[src/rtl/mode_stream_max.sv]
// -----------------------------------------------------------------------------
// mode_stream_max
//
// Collects a frame of DEPTH unsigned WIDTH-bit samples into a per-value
// histogram, then scans the histogram once and reports the most frequent
// value (largest value wins a tie) together with its occurrence count.
//
// Ports:
//   clk        rising-edge clock
//   rst_n      asynchronous active-low reset
//   in_valid   sample valid
//   in_ready   block can accept a sample (high only while accumulating)
//   in_data    sample value, unsigned WIDTH bits
//   out_valid  result valid (held until out_ready)
//   out_ready  downstream accepts the result
//   out_mode   most frequent value of the frame, largest among ties
//   out_count  occurrences of out_mode in the frame (1..DEPTH)
//   busy       high while scanning or presenting a result
// -----------------------------------------------------------------------------
module mode_stream_max #(
    parameter int WIDTH = 4,
    parameter int DEPTH = 5,
    localparam int CW   = $clog2(DEPTH + 1)
) (
    input  logic             clk,
    input  logic             rst_n,
    input  logic             in_valid,
    output logic             in_ready,
    input  logic [WIDTH-1:0] in_data,
    output logic             out_valid,
    input  logic             out_ready,
    output logic [WIDTH-1:0] out_mode,
    output logic [CW-1:0]    out_count,
    output logic             busy
);

    localparam int NBINS = 1 << WIDTH;

    localparam logic [CW-1:0]    LAST_SAMPLE = CW'(DEPTH - 1);
    localparam logic [WIDTH-1:0] LAST_IDX    = WIDTH'(NBINS - 1);

    typedef enum logic [1:0] {
        ST_ACCUM = 2'd0,
        ST_SCAN  = 2'd1,
        ST_OUT   = 2'd2
    } state_t;

    state_t           state_q;
    state_t           state_d;
    logic [CW-1:0]    cnt_q;
    logic [CW-1:0]    cnt_d;
    logic [WIDTH-1:0] idx_q;
    logic [WIDTH-1:0] idx_d;
    logic [WIDTH-1:0] best_val_q;
    logic [WIDTH-1:0] best_val_d;
    logic [CW-1:0]    best_cnt_q;
    logic [CW-1:0]    best_cnt_d;
    logic [CW-1:0]    bins_q [NBINS];
    logic [CW-1:0]    bins_d [NBINS];

    // State, counters, scan result and histogram registers.
    always_ff @(posedge clk or negedge rst_n) begin
        if (!rst_n) begin
            state_q    <= ST_ACCUM;
            cnt_q      <= '0;
            idx_q      <= '0;
            best_val_q <= '0;
            best_cnt_q <= '0;
            for (int i = 0; i < NBINS; i++) begin
                bins_q[i] <= '0;
            end
        end else begin
            state_q    <= state_d;
            cnt_q      <= cnt_d;
            idx_q      <= idx_d;
            best_val_q <= best_val_d;
            best_cnt_q <= best_cnt_d;
            for (int i = 0; i < NBINS; i++) begin
                bins_q[i] <= bins_d[i];
            end
        end
    end

    // Next-state logic: histogram accumulation, histogram scan, result hold.
    always_comb begin
        state_d    = state_q;
        cnt_d      = cnt_q;
        idx_d      = idx_q;
        best_val_d = best_val_q;
        best_cnt_d = best_cnt_q;
        for (int i = 0; i < NBINS; i++) begin
            bins_d[i] = bins_q[i];
        end

        case (state_q)
            ST_ACCUM: begin
                // in_ready is high for the whole of this state, so in_valid
                // alone qualifies a transfer.
                if (in_valid) begin
                    // A bin never exceeds DEPTH within a frame, so CW bits
                    // cannot overflow here.
                    bins_d[in_data] = bins_q[in_data] + CW'(1);
                    if (cnt_q == LAST_SAMPLE) begin
                        cnt_d      = '0;
                        idx_d      = '0;
                        best_val_d = '0;
                        best_cnt_d = '0;
                        state_d    = ST_SCAN;
                    end else begin
                        cnt_d = cnt_q + CW'(1);
                    end
                end else begin
                    cnt_d = cnt_q;
                end
            end

            ST_SCAN: begin
                // Clearing each bin as it is read leaves an empty histogram
                // for the next frame without a separate clear pass.
                bins_d[idx_q] = '0;
                // >= lets a later (larger) index take over an equal count.
                if (bins_q[idx_q] >= best_cnt_q) begin
                    best_val_d = idx_q;
                    best_cnt_d = bins_q[idx_q];
                end else begin
                    best_val_d = best_val_q;
                    best_cnt_d = best_cnt_q;
                end
                if (idx_q == LAST_IDX) begin
                    idx_d   = '0;
                    state_d = ST_OUT;
                end else begin
                    idx_d = idx_q + WIDTH'(1);
                end
            end

            ST_OUT: begin
                if (out_ready) begin
                    state_d = ST_ACCUM;
                end else begin
                    state_d = ST_OUT;
                end
            end

            default: begin
                state_d = ST_ACCUM;
            end
        endcase
    end

    // Outputs are register values or pure decodes of the state register.
    assign in_ready  = (state_q == ST_ACCUM);
    assign out_valid = (state_q == ST_OUT);
    assign busy      = (state_q == ST_SCAN) || (state_q == ST_OUT);
    assign out_mode  = best_val_q;
    assign out_count = best_cnt_q;

endmodule
[config.mk]
export PLATFORM = sky130hd
export DESIGN_NAME = mode_stream_max
export DESIGN_NICKNAME = d
export VERILOG_FILES = /design/src/rtl/mode_stream_max.sv
export SDC_FILE = /design/constraint.sdc
export NUM_CORES = 1
export LEC_CHECK = 0
export CAP_MARGIN = 25
export CORE_MARGIN = 5
export CORE_UTILIZATION = 40
export CTS_CLUSTER_DIAMETER = 120
export DETAILED_ROUTE_END_ITERATION = 10
export GPL_TIMING_DRIVEN = 0
export PLACE_DENSITY = 0.65
export SYNTH_ARGS = -nofsm -noshare
export SYNTH_HDL_FRONTEND = slang
export SYNTH_SLANG_ARGS = --single-unit
[constraint.sdc]
create_clock -name clk -period 3.43 [get_ports clk]
set_input_delay 0.5145 -clock clk [delete_from_list [all_inputs] [get_ports clk]]
set_output_delay 0.5145 -clock clk [all_outputs]
set_load 0.1 [all_outputs]
==> out/metrics.yaml, run 1 <==
syn_avg_cell_area_sq_um: 11.6
fin_nets: 381
rsz0062_at_grt: "no"
fmax_mhz: 318
port_buffers: 15
insertedDiodeCount: 0
hold_viol_final: 0
dr_total_vias: 3035
gp_congestion: 0.895
route.met2.wl_um: 4830
total_power_mw: 3.35
slowest_delay_ps: 610
clock_latency_ps: 350
drive_gt1_share_pct: 16.2
reg2reg_from: "idx_q[1]$_DFFE_PN0P_"
p_leak_nw: 1.81
die_h_um: 108
dieArea_sq_um: 11800
grt_usage_pct: 19.3
grt_antenna_before_repair: 0
fp-row-count: 36
arrival_ps: 3370
fin_util_pct: 45.8
r2r-end: "out_count[1]$_DFFE_PN0P_"
cts_tree: "built"
drv_cap: 0
multi_input_area_sq_um: 2110
ys_seq_elements: 64
ant_nets: 0
required_ps: 3650
drtIter0Drc: 287
period_share_pct: 91.8
hold_path_class: "in -> async"
setup.worst_path.end_class: "flop"
cts_max_level: 3
path_cells: "buf_2, mux4_2, a211oi_1, nor2_1, ha_1, nand2_1, o2111ai_2, and2_0, clkbuf_1, o32ai_1"
tightest_slew_ps: 972
grt_pass1_wl_um: 17000
rr_worst_depth: 10
vias_per_cell: 6.11
grt_max_degree: 65
num_io_pins: 18
slew_violations: 0
synth_edf_count: 0
synthToLayoutAreaGrowth_pct: 13.2
synthesis.nets: 355
setup_violations: 0
coreArea_sq_um: 9590
fin_skew_ps: 12.8
hpwl_um: 7380
crit_path_max_fanout: 10
async_flop_share_pct: 100
numCtsBuffers: 9
slew_headroom_pct: 35.0
dr_wl_met3_um: 573
synthDistinctLibCells: 45
highest_layer: "met4"
grt-ovfl-total: 0
nFillCells: 867
drt-met1-wl_um: 4750
drc: 0
clkTransAtPathRegs_ps: 70
synth_seq_area_share_pct: 41.3
first_global_vias: 3098
ys.flop_type: "dfrtp_1"
cp-start-kind: "flop"
ir_worst_vdd_uv: 326
first_pass_iters: 5
clockBufferDepth: 2
mostFrequentLayoutCell: "dfrtp_1"
die_w_um: 108
period_needed_ps: 3150
register_area_sq_um: 1600
wl_per_cell_um: 21.2
p_per_area_nw_per_um2: 762
outcome: "finished, final reports clean"
layout_common_cells: "dfrtp_1, a22o_1, nand2_1, nor2_1, inv_1"
clkSinkCount: 64
cts-root-buf: "clkbuf_8"
postSynthCellCount: 334
rrSetupSlack_ps: 280
wl_um: 10500
initial_core_util_pct: 40.4
cts_hold_buf: 0
cts_setup_buffers: 0
yosys_warnings: 0
path_class: "reg -> reg"
cp_slowest_cell: "dfrtp_1"
synth.cell_area_sq_um: 3880
[cell families after synthesis]
logic type	after synthesis	share of synthesized area, %
buffers and inverters	37	4.78
adders and majority gates	13	4.20
AOI/OAI and AO/OA	94	19.4
and+or+nand+nor	89	11.7
DFF	64	41.3
muxes	33	17.7
xor gates and xnor gates	4	0.903
[area by class of cell]
class,count,area share [%]
timing repair buffer,15,3.36
clock buffer,13,3.85
tap,133,3.79
buffer,21,2.85
inverter,16,1.37
clock inverter,2,0.313
sequential,64,36.5
multi-input combinational,233,48.0
[power by group]
group	leakage, nW	total (mW)	switching, mW	internal [mW]
Clock	0.0955	0.618	0.300	0.318
Sequential	0.862	1.13	0.164	0.963
Combinational	0.854	1.60	0.989	0.610
Total	1.81	3.35	1.45	1.89
[synth_stat cells (2+ instances only)]
cell / n / area share, %
a21oi_1: 6 / 0.77
o2bb2ai_1: 12 / 2.7
a41oi_1: 2 / 0.45
nand3b_1: 4 / 0.77
clkbuf_1: 8 / 0.77
buf_6: 3 / 0.87
inv_1: 16 / 1.5
mux2i_1: 5 / 1.3
buf_2: 8 / 1.0
or2_2: 6 / 0.97
mux4_1: 10 / 6.8
a22o_1: 37 / 8.4
mux2_2: 3 / 0.87
nand3_1: 6 / 0.77
xnor2_1: 4 / 0.90
dfrtp_1: 64 / 41
nor2_1: 20 / 1.9
o32ai_1: 11 / 2.5
o21ai_0: 13 / 1.7
nand2_1: 23 / 2.2
mux4_2: 15 / 8.7
nand4_1: 4 / 0.65
a211oi_1: 4 / 0.77
nor3_1: 5 / 0.65
ha_1: 13 / 4.2
nand2b_1: 7 / 1.1
nor2b_1: 7 / 1.1
[flip-flops by register name (all words and copies together), names as in the netlist]
register and count:
state_q 2, idx_q 4, out_count 3, cnt_q 3
bins_q 48, out_mode 4
[critical path: cells and delay by family (launching register included)]
family,cells,cell delay [ps]
AO/OA/AOI/OAI,3,750
adder cells (fa/ha/maj),1,290
buffers and inverters,2,650
flip-flops,1,610
multiplexers,1,380
AND/OR/NAND/NOR,3,330
[how the worst max path moves through the flow]
stage	start	end	slack, ps
floorplan	idx_q[0]$_DFFE_PN0P_	out_count[1]$_DFFE_PN0P_	640
global placement	rst_n	bins_q[33]$_DFFE_PN0P_	-300
detailed placement	idx_q[0]$_DFFE_PN0P_	out_mode[2]$_DFFE_PN0P_	80
CTS	idx_q[0]$_DFFE_PN0P_	out_count[1]$_DFFE_PN0P_	70
global route	idx_q[0]$_DFFE_PN0P_	out_count[1]$_DFFE_PN0P_	30
finish	idx_q[1]$_DFFE_PN0P_	out_count[1]$_DFFE_PN0P_	280
[layer usage]
layer  global-route usage (%)  up-vias
met5                        0        -
met1                     26.9     1536
li1                         -     1349
met4                     9.65        0
met2                     29.3      122
met3                     2.99       28
[stage by stage]
step                TNS [ps]  std cells  instance area, sq um  setup slack (ps)  hold slack, ps
CTS                        0        497                  4370              65.1             295
floorplan                  0        334                  3880               640             219
finish                     0        497                  4390               280             241
detailed placement         0        482                  4190              84.0             495
global route               0        497                  4390              30.9             335
global placement      -19260        482                  4190              -303             487
[timing repair]
| item | CTS | global route |
|---|---|---|
| resized for setup | 0 | 3 |
| endpoints found under the setup margin | 0 | 7 |
| hold endpoints to repair | 0 | 0 |
Note: power is estimated with default switching activity, not from simulation.
==> run 2, diff against run 1 <==
DONT_BUFFER_PORTS = 1   (was default)
PLACE_DENSITY = 0.62   (was 0.65)
TNS_END_PERCENT = 10   (was default)
==> run 2 against run 1 <==
Against the previous run:
- total power fell by 0.50%
- hold slack worse by 220 ps
- via count about the same
- register-to-register slack got worse by 70 ps
- maximum frequency decreased by 2.2%
- final area down 2.1%
- sequential share of layout area is 0.80 points higher
- wire length increased by 1.6%
==> out/metrics.yaml, run 2 (synthesis results as in run 1) <==
layout_common_cells: "dfrtp_1, a22o_1, nand2_1, nor2_1, inv_1"  # unchanged
mostFrequentLayoutCell: "dfrtp_1"  # unchanged
highest_layer: "met4"  # unchanged
dieArea_sq_um: 11800  # unchanged
cp_slowest_cell: "dfrtp_1"  # unchanged
cts_setup_buffers: 0  # unchanged
numCtsBuffers: 9  # unchanged
grt_antenna_before_repair: 0  # unchanged
route.met2.wl_um: 5110  # was 4830 um
grt_max_degree: 65  # unchanged
clock_latency_ps: 350  # about the same
crit_path_max_fanout: 10  # unchanged
register_area_sq_um: 1600  # unchanged
num_io_pins: 18  # unchanged
drive_gt1_share_pct: 17.4  # was 16.2%
hold_viol_final: 0  # unchanged
cp-start-kind: "flop"  # unchanged
period_share_pct: 93.9  # was 91.8%
drt-met1-wl_um: 4520  # was 4750 um
wl_um: 10700  # was 10500 um
nFillCells: 883  # was 867
setup_violations: 0  # unchanged
drc: 0  # unchanged
clkTransAtPathRegs_ps: 70  # about the same
multi_input_area_sq_um: 2110  # about the same
required_ps: 3650  # about the same
max_flop_register: "bins_q"  # unchanged
first_global_vias: 2979  # was 3098
port_buffers: 0  # was 15
slew_headroom_pct: 32.1  # was 35.0%
setup.worst_path.end_class: "flop"  # unchanged
initial_core_util_pct: 40.4  # unchanged
ir_worst_vdd_uv: 319  # was 326 uV
dr_total_vias: 3038  # was 3035
insertedDiodeCount: 0  # unchanged
grt_usage_pct: 19.2  # was 19.3%
p_per_area_nw_per_um2: 775  # was 762 nW/um^2
grt_pass1_wl_um: 16900  # was 17000 um
outcome: "finished, final reports clean"  # unchanged
period_needed_ps: 3220  # was 3150 ps
hpwl_um: 7610  # was 7380 um
tightest_slew_ps: 1020  # was 972 ps
cts_tree: "built"  # unchanged
critPathBufInv: 2  # unchanged
intPower_mw: 1.88  # was 1.89 mW
slowest_delay_ps: 670  # was 610 ps
p_sw_share_pct: 43.4  # was 43.5%
synthToLayoutAreaGrowth_pct: 10.8  # was 13.2%
combPwrFrac_pct: 42.8  # was 47.8%
coreArea_sq_um: 9590  # unchanged
fp-row-count: 36  # unchanged
reg2reg_from: "idx_q[1]$_DFFE_PN0P_"  # unchanged
clkSinkCount: 64  # unchanged
ant_nets: 0  # unchanged
place_area_sq_um: 4040  # was 4190 sq um
clockBufferDepth: 2  # unchanged
power_frac_clock_pct: 19.6  # was 18.5%
die_h_um: 108  # unchanged
cts_max_level: 3  # unchanged
first_pass_iters: 5  # unchanged
largest_reg_flops: 48  # unchanged
rsz0062_at_grt: "no"  # unchanged
total_power_mw: 3.33  # was 3.35 mW
wl_per_cell_um: 22.1  # was 21.2 um
p_sw_mw: 1.45  # about the same
drv_cap: 0  # unchanged
grt-ovfl-total: 0  # unchanged
crit_family: "compound AO/OA/AOI/OAI gates"  # unchanged
startpoint: "idx_q[1]$_DFFE_PN0P_"  # unchanged
dr_wl_met3_um: 849  # was 573 um
path_cells: "buf_2, mux4_2, a211oi_1, nor2_1, ha_1, nand2_1, o2111ai_2, and2_0, clkbuf_1, o32ai_1"  # unchanged
pwr-share-seq_pct: 37.6  # was 33.7%
slew_violations: 0  # unchanged
p_leak_nw: 1.78  # was 1.81 nW
die_w_um: 108  # unchanged
drtIter0Drc: 400  # was 287
fin_area_sq_um: 4300  # was 4390 sq um
hold_path_class: "in -> async"  # unchanged
arrival_ps: 3440  # was 3370 ps
fin_nets: 367  # was 381
cts-root-buf: "clkbuf_8"  # unchanged
setup_tns_ps: 0  # unchanged
vias_per_cell: 6.28  # was 6.11
fmax_mhz: 310  # was 318 MHz
gp_congestion: 0.883  # was 0.895
fin_skew_ps: 7.15  # was 12.8 ps
path_class: "reg -> reg"  # unchanged
==> run 2: cell count changes in the layout (fill, tap and decap cells not counted), sizes merged <==
cell and change:
clkinv -2, clkinvlp +1, clkdlybuf4s50 -14, clkbuf +2
==> run 2: final timing paths <==
| path | endpoint | slack (ps) | depth (start not counted) |
|---|---|---|---|
| min in group clk | cnt_q[2]$_DFFE_PN0P_ | 330 | 2 |
| max in group asynchronous | idx_q[1]$_DFFE_PN0P_ | 3120 | 1 |
| max | out_count[1]$_DFFE_PN0P_ | 210 | 10 |
| max reg2reg | out_count[1]$_DFFE_PN0P_ | 210 | 10 |
| min | out_mode[3]$_DFFE_PN0P_ | 20 | 1 |
| min reg2reg | cnt_q[2]$_DFFE_PN0P_ | 510 | 1 |
==> run 2: metrics by stage <==
stage	util, %	setup slack [ps]	std cells	hold slack, ps
2_1_floorplan	-	640	334	219
3_3_place_gp	42.1	131	467	222
3_5_place_dp	42.1	85.5	467	221
4_1_cts	44.6	45.2	484	38.3
5_1_grt	44.8	38.3	484	54.7
6_report	44.8	208	484	20.1
==> run 2: worst reg2reg max path: stages (launching register included) <==
cell and delay [ps]:
dfrtp_1 670, buf_2 420, mux4_2 410, a211oi_1 360
nor2_1 80, ha_1 280, nand2_1 50, o2111ai_2 280
and2_0 170, clkbuf_1 230, o32ai_1 140
==> run 2: routing by layer <==
layer	up-vias	global-route usage [%]
met4	0	6.04
met5	-	0
met2	159	30.5
met3	21	4.12
met1	1540	26.3
li1	1318	-
==> run 2: timing repair <==
item | CTS | global route
gates resized for setup | 0 | 4
hold endpoints to repair | 64 | 0
endpoints found under the setup margin | 0 | 7
hold buffers | 1 | 0
==> run 2: power groups by stage <==
stage | Combinational (mW) | Sequential, mW | Clock (mW)
after global placement | 1.37 | 1.24 | 0
after global routing | 1.54 | 1.27 | 0.696
after detailed placement | 1.38 | 1.26 | 0
after CTS | 1.41 | 1.24 | 0.663
after floorplan | 1.12 | 1.19 | 0
final | 1.43 | 1.25 | 0.652
==> run 2: cell type report <==
class	count	area share, %
clock inverter	1	0.175
inverter	16	1.40
sequential	64	37.3
clock buffer	15	4.57
timing repair buffer	1	0.641
buffer	21	2.91
tap	133	3.87
multi-input combinational	233	49.2
